<file path="src/rtl/wb_dbg_pkg.sv">
// Shared constants and state types for the Wishbone debug master.
// Command bytes, status bytes, FSM state and tx sub-phase encodings.
package wb_dbg_pkg;

    localparam logic [7:0] CMD_WR = 8'h01;
    localparam logic [7:0] CMD_RD = 8'h02;
    localparam logic [7:0] ST_OK  = 8'hA5;
    localparam logic [7:0] ST_ERR = 8'hEE;

    typedef enum logic [2:0] {
        S_IDLE  = 3'd0,
        S_ADDR  = 3'd1,
        S_WDATA = 3'd2,
        S_BUS   = 3'd3,
        S_RESP  = 3'd4
    } state_t;

    typedef enum logic [1:0] {
        TX_SEND = 2'd0,
        TX_GAP  = 2'd1,
        TX_WAIT = 2'd2
    } tx_ph_t;

endpackage

</file>
<file path="src/rtl/wb_dbg_timer.sv">
// Loadable saturating down-counter; expired is high while the count is 0.
// Ports: clk, reset (sync, active-high), load, value[W], expired.
module wb_dbg_timer #(
    parameter int W = 8
) (
    input  logic         clk,
    input  logic         reset,
    input  logic         load,
    input  logic [W-1:0] value,
    output logic         expired
);

    logic [W-1:0] cnt;

    always_ff @(posedge clk) begin
        if (reset) begin
            cnt <= '0;
        end else if (load) begin
            cnt <= value;
        end else if (cnt != '0) begin
            cnt <= cnt - W'(1);
        end
    end

    assign expired = (cnt == '0);

endmodule

</file>
<file path="src/rtl/wb_dbg_master.sv">
// Host-driven Wishbone master: byte frames from a uart become bus cycles.
// Ports: clk, reset, rx_data/rx_valid, tx_data/tx_wr/tx_busy, wb_* master, busy.
module wb_dbg_master
    import wb_dbg_pkg::*;
#(
    parameter int ACK_TIMEOUT = 1024,
    parameter int RX_TIMEOUT  = 100000
) (
    input  logic        clk,
    input  logic        reset,
    input  logic [7:0]  rx_data,
    input  logic        rx_valid,
    output logic [7:0]  tx_data,
    output logic        tx_wr,
    input  logic        tx_busy,
    output logic [31:0] wb_adr_o,
    output logic [31:0] wb_dat_o,
    input  logic [31:0] wb_dat_i,
    output logic [3:0]  wb_sel_o,
    output logic        wb_we_o,
    output logic        wb_cyc_o,
    output logic        wb_stb_o,
    input  logic        wb_ack_i,
    output logic        busy
);

    localparam int AW = $clog2(ACK_TIMEOUT + 1);
    localparam int RW = $clog2(RX_TIMEOUT + 1);
    // Loaded with N-1: the zero count is itself the last waiting cycle.
    localparam logic [AW-1:0] ACK_LD = AW'(ACK_TIMEOUT - 1);
    localparam logic [RW-1:0] RX_LD  = RW'(RX_TIMEOUT - 1);

    state_t      state;
    state_t      state_n;
    tx_ph_t      tx_ph;
    logic [1:0]  byte_cnt;
    logic [7:0]  tx_byte;
    logic [31:0] rd_shift;
    logic [2:0]  tx_left;
    logic        rx_load;
    logic        ack_load;
    logic        rx_exp;
    logic        ack_exp;

    wb_dbg_timer #(.W(RW)) u_rx_timer (
        .clk     (clk),
        .reset   (reset),
        .load    (rx_load),
        .value   (RX_LD),
        .expired (rx_exp)
    );

    wb_dbg_timer #(.W(AW)) u_ack_timer (
        .clk     (clk),
        .reset   (reset),
        .load    (ack_load),
        .value   (ACK_LD),
        .expired (ack_exp)
    );

    always_comb begin
        state_n  = state;
        rx_load  = 1'b0;
        ack_load = 1'b0;
        unique case (state)
            S_IDLE: begin
                if (rx_valid) begin
                    if (rx_data == CMD_WR || rx_data == CMD_RD) begin
                        state_n = S_ADDR;
                        rx_load = 1'b1;
                    end else begin
                        state_n = S_RESP;
                    end
                end
            end
            S_ADDR, S_WDATA: begin
                if (rx_valid) begin
                    rx_load = 1'b1;
                    if (byte_cnt == 2'd3) begin
                        if (state == S_ADDR && wb_we_o) begin
                            state_n = S_WDATA;
                        end else begin
                            state_n = S_BUS;
                        end
                    end
                end else if (rx_exp) begin
                    state_n = S_IDLE;
                end
            end
            S_BUS: begin
                if (!wb_cyc_o) begin
                    ack_load = 1'b1;
                end else if (wb_ack_i || ack_exp) begin
                    state_n = S_RESP;
                end
            end
            S_RESP: begin
                if (tx_ph == TX_WAIT && !tx_busy && tx_left == 3'd0) begin
                    state_n = S_IDLE;
                end
            end
            default: state_n = S_IDLE;
        endcase
    end

    always_ff @(posedge clk) begin
        if (reset) begin
            state    <= S_IDLE;
            tx_ph    <= TX_SEND;
            byte_cnt <= '0;
            tx_byte  <= '0;
            rd_shift <= '0;
            tx_left  <= '0;
            tx_data  <= '0;
            tx_wr    <= 1'b0;
            wb_adr_o <= '0;
            wb_dat_o <= '0;
            wb_sel_o <= '0;
            wb_we_o  <= 1'b0;
            wb_cyc_o <= 1'b0;
        end else begin
            state <= state_n;
            tx_wr <= 1'b0;
            unique case (state)
                S_IDLE: begin
                    if (rx_valid) begin
                        wb_we_o  <= (rx_data == CMD_WR);
                        byte_cnt <= '0;
                        tx_byte  <= ST_ERR;
                        tx_left  <= '0;
                        tx_ph    <= TX_SEND;
                    end
                end
                S_ADDR: begin
                    if (rx_valid) begin
                        wb_adr_o <= {wb_adr_o[23:0], rx_data};
                        byte_cnt <= byte_cnt + 2'd1;
                    end
                end
                S_WDATA: begin
                    if (rx_valid) begin
                        wb_dat_o <= {wb_dat_o[23:0], rx_data};
                        byte_cnt <= byte_cnt + 2'd1;
                    end
                end
                S_BUS: begin
                    if (!wb_cyc_o) begin
                        wb_cyc_o <= 1'b1;
                        wb_sel_o <= 4'hF;
                    end else if (wb_ack_i) begin
                        wb_cyc_o <= 1'b0;
                        wb_sel_o <= 4'h0;
                        tx_byte  <= ST_OK;
                        tx_ph    <= TX_SEND;
                        if (!wb_we_o) begin
                            rd_shift <= wb_dat_i;
                            tx_left  <= 3'd4;
                        end else begin
                            tx_left  <= 3'd0;
                        end
                    end else if (ack_exp) begin
                        wb_cyc_o <= 1'b0;
                        wb_sel_o <= 4'h0;
                        tx_byte  <= ST_ERR;
                        tx_left  <= 3'd0;
                        tx_ph    <= TX_SEND;
                    end
                end
                S_RESP: begin
                    unique case (tx_ph)
                        TX_SEND: begin
                            if (!tx_busy) begin
                                tx_wr   <= 1'b1;
                                tx_data <= tx_byte;
                                tx_ph   <= TX_GAP;
                            end
                        end
                        // uart raises busy one cycle late; skip that cycle
                        TX_GAP: tx_ph <= TX_WAIT;
                        TX_WAIT: begin
                            if (!tx_busy && tx_left != 3'd0) begin
                                tx_byte  <= rd_shift[31:24];
                                rd_shift <= {rd_shift[23:0], 8'h00};
                                tx_left  <= tx_left - 3'd1;
                                tx_ph    <= TX_SEND;
                            end
                        end
                        default: tx_ph <= TX_SEND;
                    endcase
                end
                default: ;
            endcase
        end
    end

    assign wb_stb_o = wb_cyc_o;
    assign busy     = (state != S_IDLE);

endmodule

</file>
<file path="config.mk">
export PLATFORM = sky130hd
export DESIGN_NAME = wb_dbg_master
export DESIGN_NICKNAME = d
export VERILOG_FILES = /design/src/rtl/wb_dbg_pkg.sv /design/src/rtl/wb_dbg_timer.sv /design/src/rtl/wb_dbg_master.sv
export SDC_FILE = /design/constraint.sdc
export NUM_CORES = 1
export LEC_CHECK = 0
export CORE_ASPECT_RATIO = 0.6
export CORE_MARGIN = 4
export CORE_UTILIZATION = 56
export DETAILED_ROUTE_END_ITERATION = 10
export HOLD_SLACK_MARGIN = 0.08
export MAX_ROUTING_LAYER = met4
export PLACE_DENSITY_LB_ADDON = 0.1
export SETUP_SLACK_MARGIN = 0.4
export SLEW_MARGIN = 30
export SYNTH_ARGS = -nofsm -noshare
export SYNTH_HDL_FRONTEND = slang
export SYNTH_HIERARCHICAL = 1
export SYNTH_SLANG_ARGS = --single-unit
</file>
<file path="constraint.sdc">
create_clock -name clk -period 6.76 [get_ports clk]
set_clock_uncertainty 0.05 [all_clocks]
set_input_delay 1.352 -clock clk [delete_from_list [all_inputs] [get_ports clk]]
set_output_delay 1.352 -clock clk [all_outputs]
set_load 0.02 [all_outputs]
</file>
==> key figures, run 1 <==
STA
  – Number of failing setup endpoints in the final timing report: 0
  – Share of the clock period used by the worst path: a little over 60%
  – Count of pins over their slew limit: 0
  – Final sum of negative setup slack: 0 ns
  – Worst relative slew slack: 41.2%
  – Highest achievable clock rate: between 200 and 250 MHz
  – Setup repair after global routing missed its margin: false
  – Clock period minus worst slack: 4.20 ns
  – Slew of the pin with the lowest slew margin: 0.879 ns
  – Hold Fails Final Rpt: 0

Floorplanning
  – Starting Density: between 50% and 60%
  – IO Pins: about 130
  – Y dimension of the die: 92.9 um
  – Floorplan Core Area: approximately 12000 um2
  – Die width: around 150 um
  – Row cnt: 30
  – Die area: around 14000 um2

Final layout
  – Leading cell type in the layout, fill and taps excluded: nand2_1
  – Commonest non-fill, non-tap cells in the layout: 233 x nand2_1, 154 x dfxtp_1, 124 x clkdlybuf4s50_1
  – Number of cells in the finished layout apart from fillers: between 1000 and 1500
  – Syn-to-layout area delta: 28.5%
  – Share of final-layout standard cells stronger than drive strength 1: under 10%
  – Net total in the final layout: roughly 1000

CTS
  – TritonCTS clock tree: done
  – Hold Buf Count CTS: 0
  – Count of cells resized by post-cts repair: 0
  – Clock transition at path regs: approximately 0.070 ns
  – Post-CTS setup buffer count: 0
  – TritonCTS Sinks: between 150 and 200
  – Inserted Clock Buffers: 17
  – Maximum buffer depth of the clock tree: 2
  – Latest clock arrival within the worst-skew pair: 0.42 ns
  – CTS Root Cell: clkbuf_16
  – Number of H-tree branching levels: 4

Synth
  – Part of the Yosys area used for sequential elements: 45.9%
  – Number of enable-type register cells in the synthesized netlist: 0
  – Async set-or-reset flop fraction in the synthesized netlist: 0%
  – Number of synthesized register bits: about 150
  – Post-synthesis cell area: a little under 7000 um2
  – Count of synthesis-stage warnings from yosys: 6
  – Flip-flop cell with the highest count after synthesis: dfxtp_1
  – Synth cell types: between 70 and 80
  – Mean cell area of the mapped netlist: around 8.0 um2
  – Synthesized instance count: 837

Worst setup path
  – Category of the most critical setup path: in2reg
  – Kind of capture point of the worst setup path: flip-flop
  – Required time of the worst setup path: slightly above 7 ns
  – Max FO, Critical Path: 14
  – Worst path arrival time: 4.50 ns
  – Nature of the critical path startpoint: primary input

GRT
  – Wire length of the first global-routing pass: around 29 mm
  – Vias in the first global route: between 5000 and 6000
  – Global-route congestion overflow total: 0
  – Initial antenna violation count: 1
  – Global-route usage over all layers: approximately 26%
  – Maximum number of pins on one net before global-route repair: 83

Routing
  – Drt first-iter violations: between 400 and 500
  – DRC violations left: 0
  – Number of antenna-violating nets in the routed design: 0
  – Number of optimization iterations in the first detailed-route pass: 5
  – Via density per instance: around 5.6
  – Total wirelength of the detailed-routed design: about 17 mm
  – Routed vias: just over 6000
  – WL per Instance: 15.4 um

Power
  – Switching power total: 0.000894 W
  – Part of the total power dissipated in sequential elements: around 40%
  – VDD IR-drop max: 0.197 mV
  – Clock network fraction of total power: between 30% and 40%
  – Cell Pwr Density: 314 nW/um2
  – Int Pwr: ~0.0018 W
  – Leakage power total: 2.95 nW
  – Portion of total power attributed to combinational logic: 25.3%
  – Switching power as a share of total power: between 30% and 40%
  – Final total power: around 0.0027 W

Placed design
  – Final weighted congestion in routability-driven placement: approximately 0.89
  – Port buffer count: approximately 130
  – Number of placed cells counting well taps: about 1100
  – HPWL Detailed: 11.6 mm

Min path
  – Worst min-delay path class: reg2reg

Run status
  – Outcome: finished, final reports clean

Flow run
  – Maximum capacitance violations: 0
-- registers in the layout (all words and copies together) (netlist names) --
signal           flops
wb_dat_o            32
u_rx_timer/cnt      17
wb_cyc_o             1
state                3
tx_ph                2
tx_left              3
tx_data              8
tx_wr                1
wb_sel_o             1
u_ack_timer/cnt     11
byte_cnt             2
rd_shift            32
tx_byte              8
wb_adr_o            32
wb_we_o              1
-- power by group through the flow --
stage | Sequential [W] | Clock, W | Combinational (W)
final | 0.00107 | 0.000949 | 0.000686
after detailed placement | 0.00109 | 0 | 0.000674
after global routing | 0.00109 | 0.00100 | 0.000763
after global placement | 0.00109 | 0 | 0.000645
after CTS | 0.00107 | 0.000957 | 0.000682
after floorplan | 0.00107 | 0 | 0.000529
-- metal layers --
metal	vias to the layer above	part of all wire, %	global-route usage (%)
met2	183	46	38.6
met4	0	0.70	6.78
met5	-	0	-
li1	3112	-	-
met3	14	5.7	5.62
met1	2923	48	35.3
-- through the flow --
stage	util [%]	cell area, um2	worst slack, ns	hold slack, ns
after floorplan	-	6820	3.53	0.382
after global placement	69.6	8020	2.26	0.391
after detailed placement	69.8	8040	2.18	0.396
after CTS	74.9	8640	2.55	0.405
after global routing	75.0	8640	2.24	0.422
final	75.0	8640	2.56	0.404
-- final cells by class --
class                           instances  area, um2
Fill cell                             862       2890
Multi-Input combinational cell        628       3410
Clock buffer                           18        439
Inverter                               18       67.6
Timing Repair Buffer                  129       1280
Tap cell                              160        200
Clock inverter                         14        156
Sequential cell                       154       3080
Antenna cell                            1       2.50
-- cells in the mapped netlist (3+ instances only) --
cell / n / area, um2
a211o_1: 3 / 26.3
a211oi_1: 5 / 37.5
a21oi_1: 100 / 500
a311oi_1: 27 / 236
buf_2: 22 / 110
buf_4: 5 / 37.5
clkbuf_1: 35 / 131
dfxtp_1: 154 / 3080
ha_1: 5 / 62.6
inv_1: 16 / 60.1
mux2i_1: 4 / 40.0
nand2_1: 233 / 875
nand2b_1: 6 / 37.5
nand3_1: 19 / 95.1
nor2_1: 24 / 90.1
nor2b_1: 6 / 37.5
nor3_1: 44 / 220
nor4_1: 9 / 56.3
nor4b_1: 4 / 35.0
o21ai_0: 13 / 65.1
o221ai_1: 4 / 35.0
o31ai_1: 3 / 22.5
o41ai_1: 3 / 26.3
or2_2: 4 / 25.0
or3_1: 7 / 43.8
or4_1: 8 / 60.1
xnor2_1: 12 / 105
xor2_1: 3 / 26.3
-- critical path, stage by stage --
cell and delay, ns:
clkdlybuf4s50_1 0.43, or4_1 0.59, nor4_1 0.39, nor2_1 0.09, nor2_1 0.68, nor2b_1 0.71
nand2_1 0.17, o21ai_2 0.08
-- kinds of logic (layout without fill, tap and decap cells) --
group                      Yosys count  after routing  synth area share, %
AOI/OAI and AO/OA                  184            184                 17.7
muxes                                5              5                0.763
xor gates and xnor gates            15             15                 1.95
DFF                                154            154                 45.9
adders and majority gates            5              5                0.931
other                                2             30                0.112
buffers and inverters               82            179                 5.27
and+or+nand+nor                    390            390                 27.4
-- final timing paths --
path | start | to | slack [ns] | cells past startpoint
max reg2reg | u_ack_timer/cnt[0] | tx_byte[0] | 3.39 | 8
min | wb_adr_o[29] | wb_adr_o[29] | 0.40 | 2
min reg2reg | wb_adr_o[29] | wb_adr_o[29] | 0.40 | 2
max | rx_data[2] | u_rx_timer/cnt[9] | 2.56 | 8
(Power assumes the default switching activity.)
==> inputs of run 2 (changes only) <==
- CORE_UTILIZATION: 56 -> 52
- clock period: 6.76 -> 3.9 ns (I/O delays scaled with it)
==> run 2 against run 1 <==
- cell count rose by 1.2%
- critical path type is now reg2reg
- die area rose by 7.1%
- combinational power rose by 78%
- sequential power rose by 75%
- final area rose by 0.72%
- largest cell class unchanged
- utilization fell by 4.4 points
- register-to-register slack got worse by 2.7 ns
==> key figures, run 2 (synthesized netlist as in run 1, its figures left out) <==
Worst setup path
  – Kind of capture point of the worst setup path: flip-flop
  – Nature of the critical path startpoint: flip-flop
  – R2R Path End: tx_byte[0]
  – RR Startpoint: u_ack_timer/cnt[0]
  – Required time of the worst setup path: slightly above 4 ns
  – Internal reg-to-reg setup slack: roughly 0.7 ns
  – Number of cells traversed by the worst register-to-register path: 8
  – Worst path arrival time: roughly 3.4 ns
  – Category of the most critical setup path: reg2reg
  – Max FO, Critical Path: 8

Min path
  – Hold path depth: 2
  – Worst min-delay path class: reg2reg
  – Destination of the worst hold path: wb_dat_o[30]
  – Source of the worst hold timing path: wb_dat_o[30]

Flow run
  – Maximum capacitance violations: 0

Final layout
  – Filler Cell Count: a little under 1000
  – Share of final-layout standard cells stronger than drive strength 1: about 7.3%
  – Number of cells in the finished layout apart from fillers: around 1100
  – Top Registers: rd_shift (32), wb_adr_o (32), wb_dat_o (32)
  – Net total in the final layout: between 1000 and 1500
  – Syn-to-layout area delta: 29.4%
  – Leading cell type in the layout, fill and taps excluded: nand2_1
  – Antenna cells: 0
  – Commonest non-fill, non-tap cells in the layout: 233 x nand2_1, 154 x dfxtp_1, 124 x clkdlybuf4s50_1

Placed design
  – Final weighted congestion in routability-driven placement: between 0.8 and 0.9
  – Number of placed cells counting well taps: ~1100
  – Port buffer count: approximately 130
  – HPWL Detailed: approximately 12 mm

CTS
  – Latest clock arrival within the worst-skew pair: approximately 0.41 ns
  – Clock transition at path regs: ~0.060 ns
  – TritonCTS clock tree: done
  – Post-CTS setup buffer count: 0
  – Inserted Clock Buffers: 17
  – CTS Root Cell: clkbuf_16
  – Maximum buffer depth of the clock tree: 2
  – Number of H-tree branching levels: 4
  – Hold Buf Count CTS: 0
  – Count of cells resized by post-cts repair: 0
  – TritonCTS Sinks: 154

Power
  – Leakage power total: ~3.0 nW
  – VDD IR-drop max: about 0.30 mV
  – Cell Pwr Density: between 500 and 600 nW/um2

STA
  – Worst relative slew slack: 53.1%
  – Slew of the pin with the lowest slew margin: approximately 0.7 ns
  – Setup repair after global routing missed its margin: false
  – Clock period minus worst slack: around 3.2 ns
  – Final sum of negative setup slack: 0 ns
  – Share of the clock period used by the worst path: between 80% and 90%
  – Number of failing setup endpoints in the final timing report: 0
  – Highest achievable clock rate: roughly 310 MHz
  – Hold Fails Final Rpt: 0
  – Count of pins over their slew limit: 0

GRT
  – Global-route congestion overflow total: 0
  – Initial antenna violation count: 0
  – Global-route usage over all layers: 24.8%
  – Maximum number of pins on one net before global-route repair: 65
  – Wire length of the first global-routing pass: about 29 mm
  – Vias in the first global route: around 6000

Floorplanning
  – Floorplan Core Area: around 12000 um2
  – Starting Density: between 50% and 60%
  – Die width: roughly 150 um
  – Row cnt: 31
  – IO Pins: roughly 130
  – Y dimension of the die: roughly 96 um
  – Die area: approximately 15000 um2

Routing
  – Total wirelength of the detailed-routed design: between 15 and 20 mm
  – Drt first-iter violations: 463
  – Via density per instance: approximately 5.6
  – DRC violations left: 0
  – Routed vias: 6328
  – Number of antenna-violating nets in the routed design: 0
  – WL per Instance: roughly 16 um
  – Number of optimization iterations in the first detailed-route pass: 5

Run status
  – Outcome: finished, final reports clean
-- run 2: changes by cell type in the layout (fill, tap and decap cells not counted), moves of 2 or more --
cell        delta
and3_1         +2
and3_2         -2
buf_4         +12
clkinv_4       -2
clkinvlp_4     +2
inv_6          +2
inv_8          -2
-- run 2: critical path, stage by stage (launching register included) --
cell and delay, ns:
dfxtp_1 0.35, inv_1 0.07, ha_1 0.19, or4b_1 0.62
nor4_4 0.43, o211ai_1 0.26, a2111oi_4 0.69, nor3_1 0.10
a311oi_1 0.32
-- run 2: through the flow --
| step | setup WS (ns) | cell area, um2 | power (W) | util [%] | hold WS (ns) |
|---|---|---|---|---|---|
| global route | 0.412 | 8700 | 0.00497 | 70.5 | 0.424 |
| detailed placement | 0.693 | 8110 | 0.00308 | 65.8 | 0.397 |
| CTS | 0.758 | 8700 | 0.00475 | 70.5 | 0.406 |
| floorplan | 1.18 | 6820 | 0.00277 | - | 0.382 |
| finish | 0.714 | 8700 | 0.00475 | 70.5 | 0.404 |
| global placement | 0.787 | 8110 | 0.00303 | 65.8 | 0.391 |
-- run 2: worst max path at each step --
stage	from	to	slack [ns]	depth (start not counted)
2_1_floorplan	u_ack_timer/cnt[0]	tx_byte[0]	1.18	9
3_3_place_gp	rx_data[2]	u_rx_timer/cnt[7]	0.79	10
3_5_place_dp	rx_data[2]	u_rx_timer/cnt[9]	0.69	10
4_1_cts	u_rx_timer/cnt[0]	state[2]	0.76	10
5_1_grt	u_rx_timer/cnt[0]	state[2]	0.41	10
6_report	u_ack_timer/cnt[0]	tx_byte[0]	0.71	8
-- run 2: cell type report --
cell class / count / area, um2 / share of cell area (%)
multi-input combinational: 628 / 3390 / 39.0
sequential: 154 / 3080 / 35.4
timing repair buffer: 140 / 1360 / 15.6
clock buffer: 17 / 425 / 4.89
tap: 165 / 206 / 2.37
clock inverter: 14 / 163 / 1.87
inverter: 18 / 67.6 / 0.777
-- run 2: where the power goes --
| part | internal [W] | total, W | switching, W |
|---|---|---|---|
| Clock | 0.000955 | 0.00166 | 0.000702 |
| Combinational | 0.000528 | 0.00122 | 0.000690 |
| Sequential | 0.00171 | 0.00187 | 0.000164 |
| Total | 0.00319 | 0.00475 | 0.00156 |
-- run 2: layer usage --
metal | vias to the layer above | share of wire (%) | GRT usage (%)
met4 | 0 | 1.4 | 7.94
met2 | 203 | 46 | 38.6
met3 | 28 | 6.5 | 6.06
met1 | 2961 | 46 | 32.3
met5 | - | 0 | -
li1 | 3136 | - | -
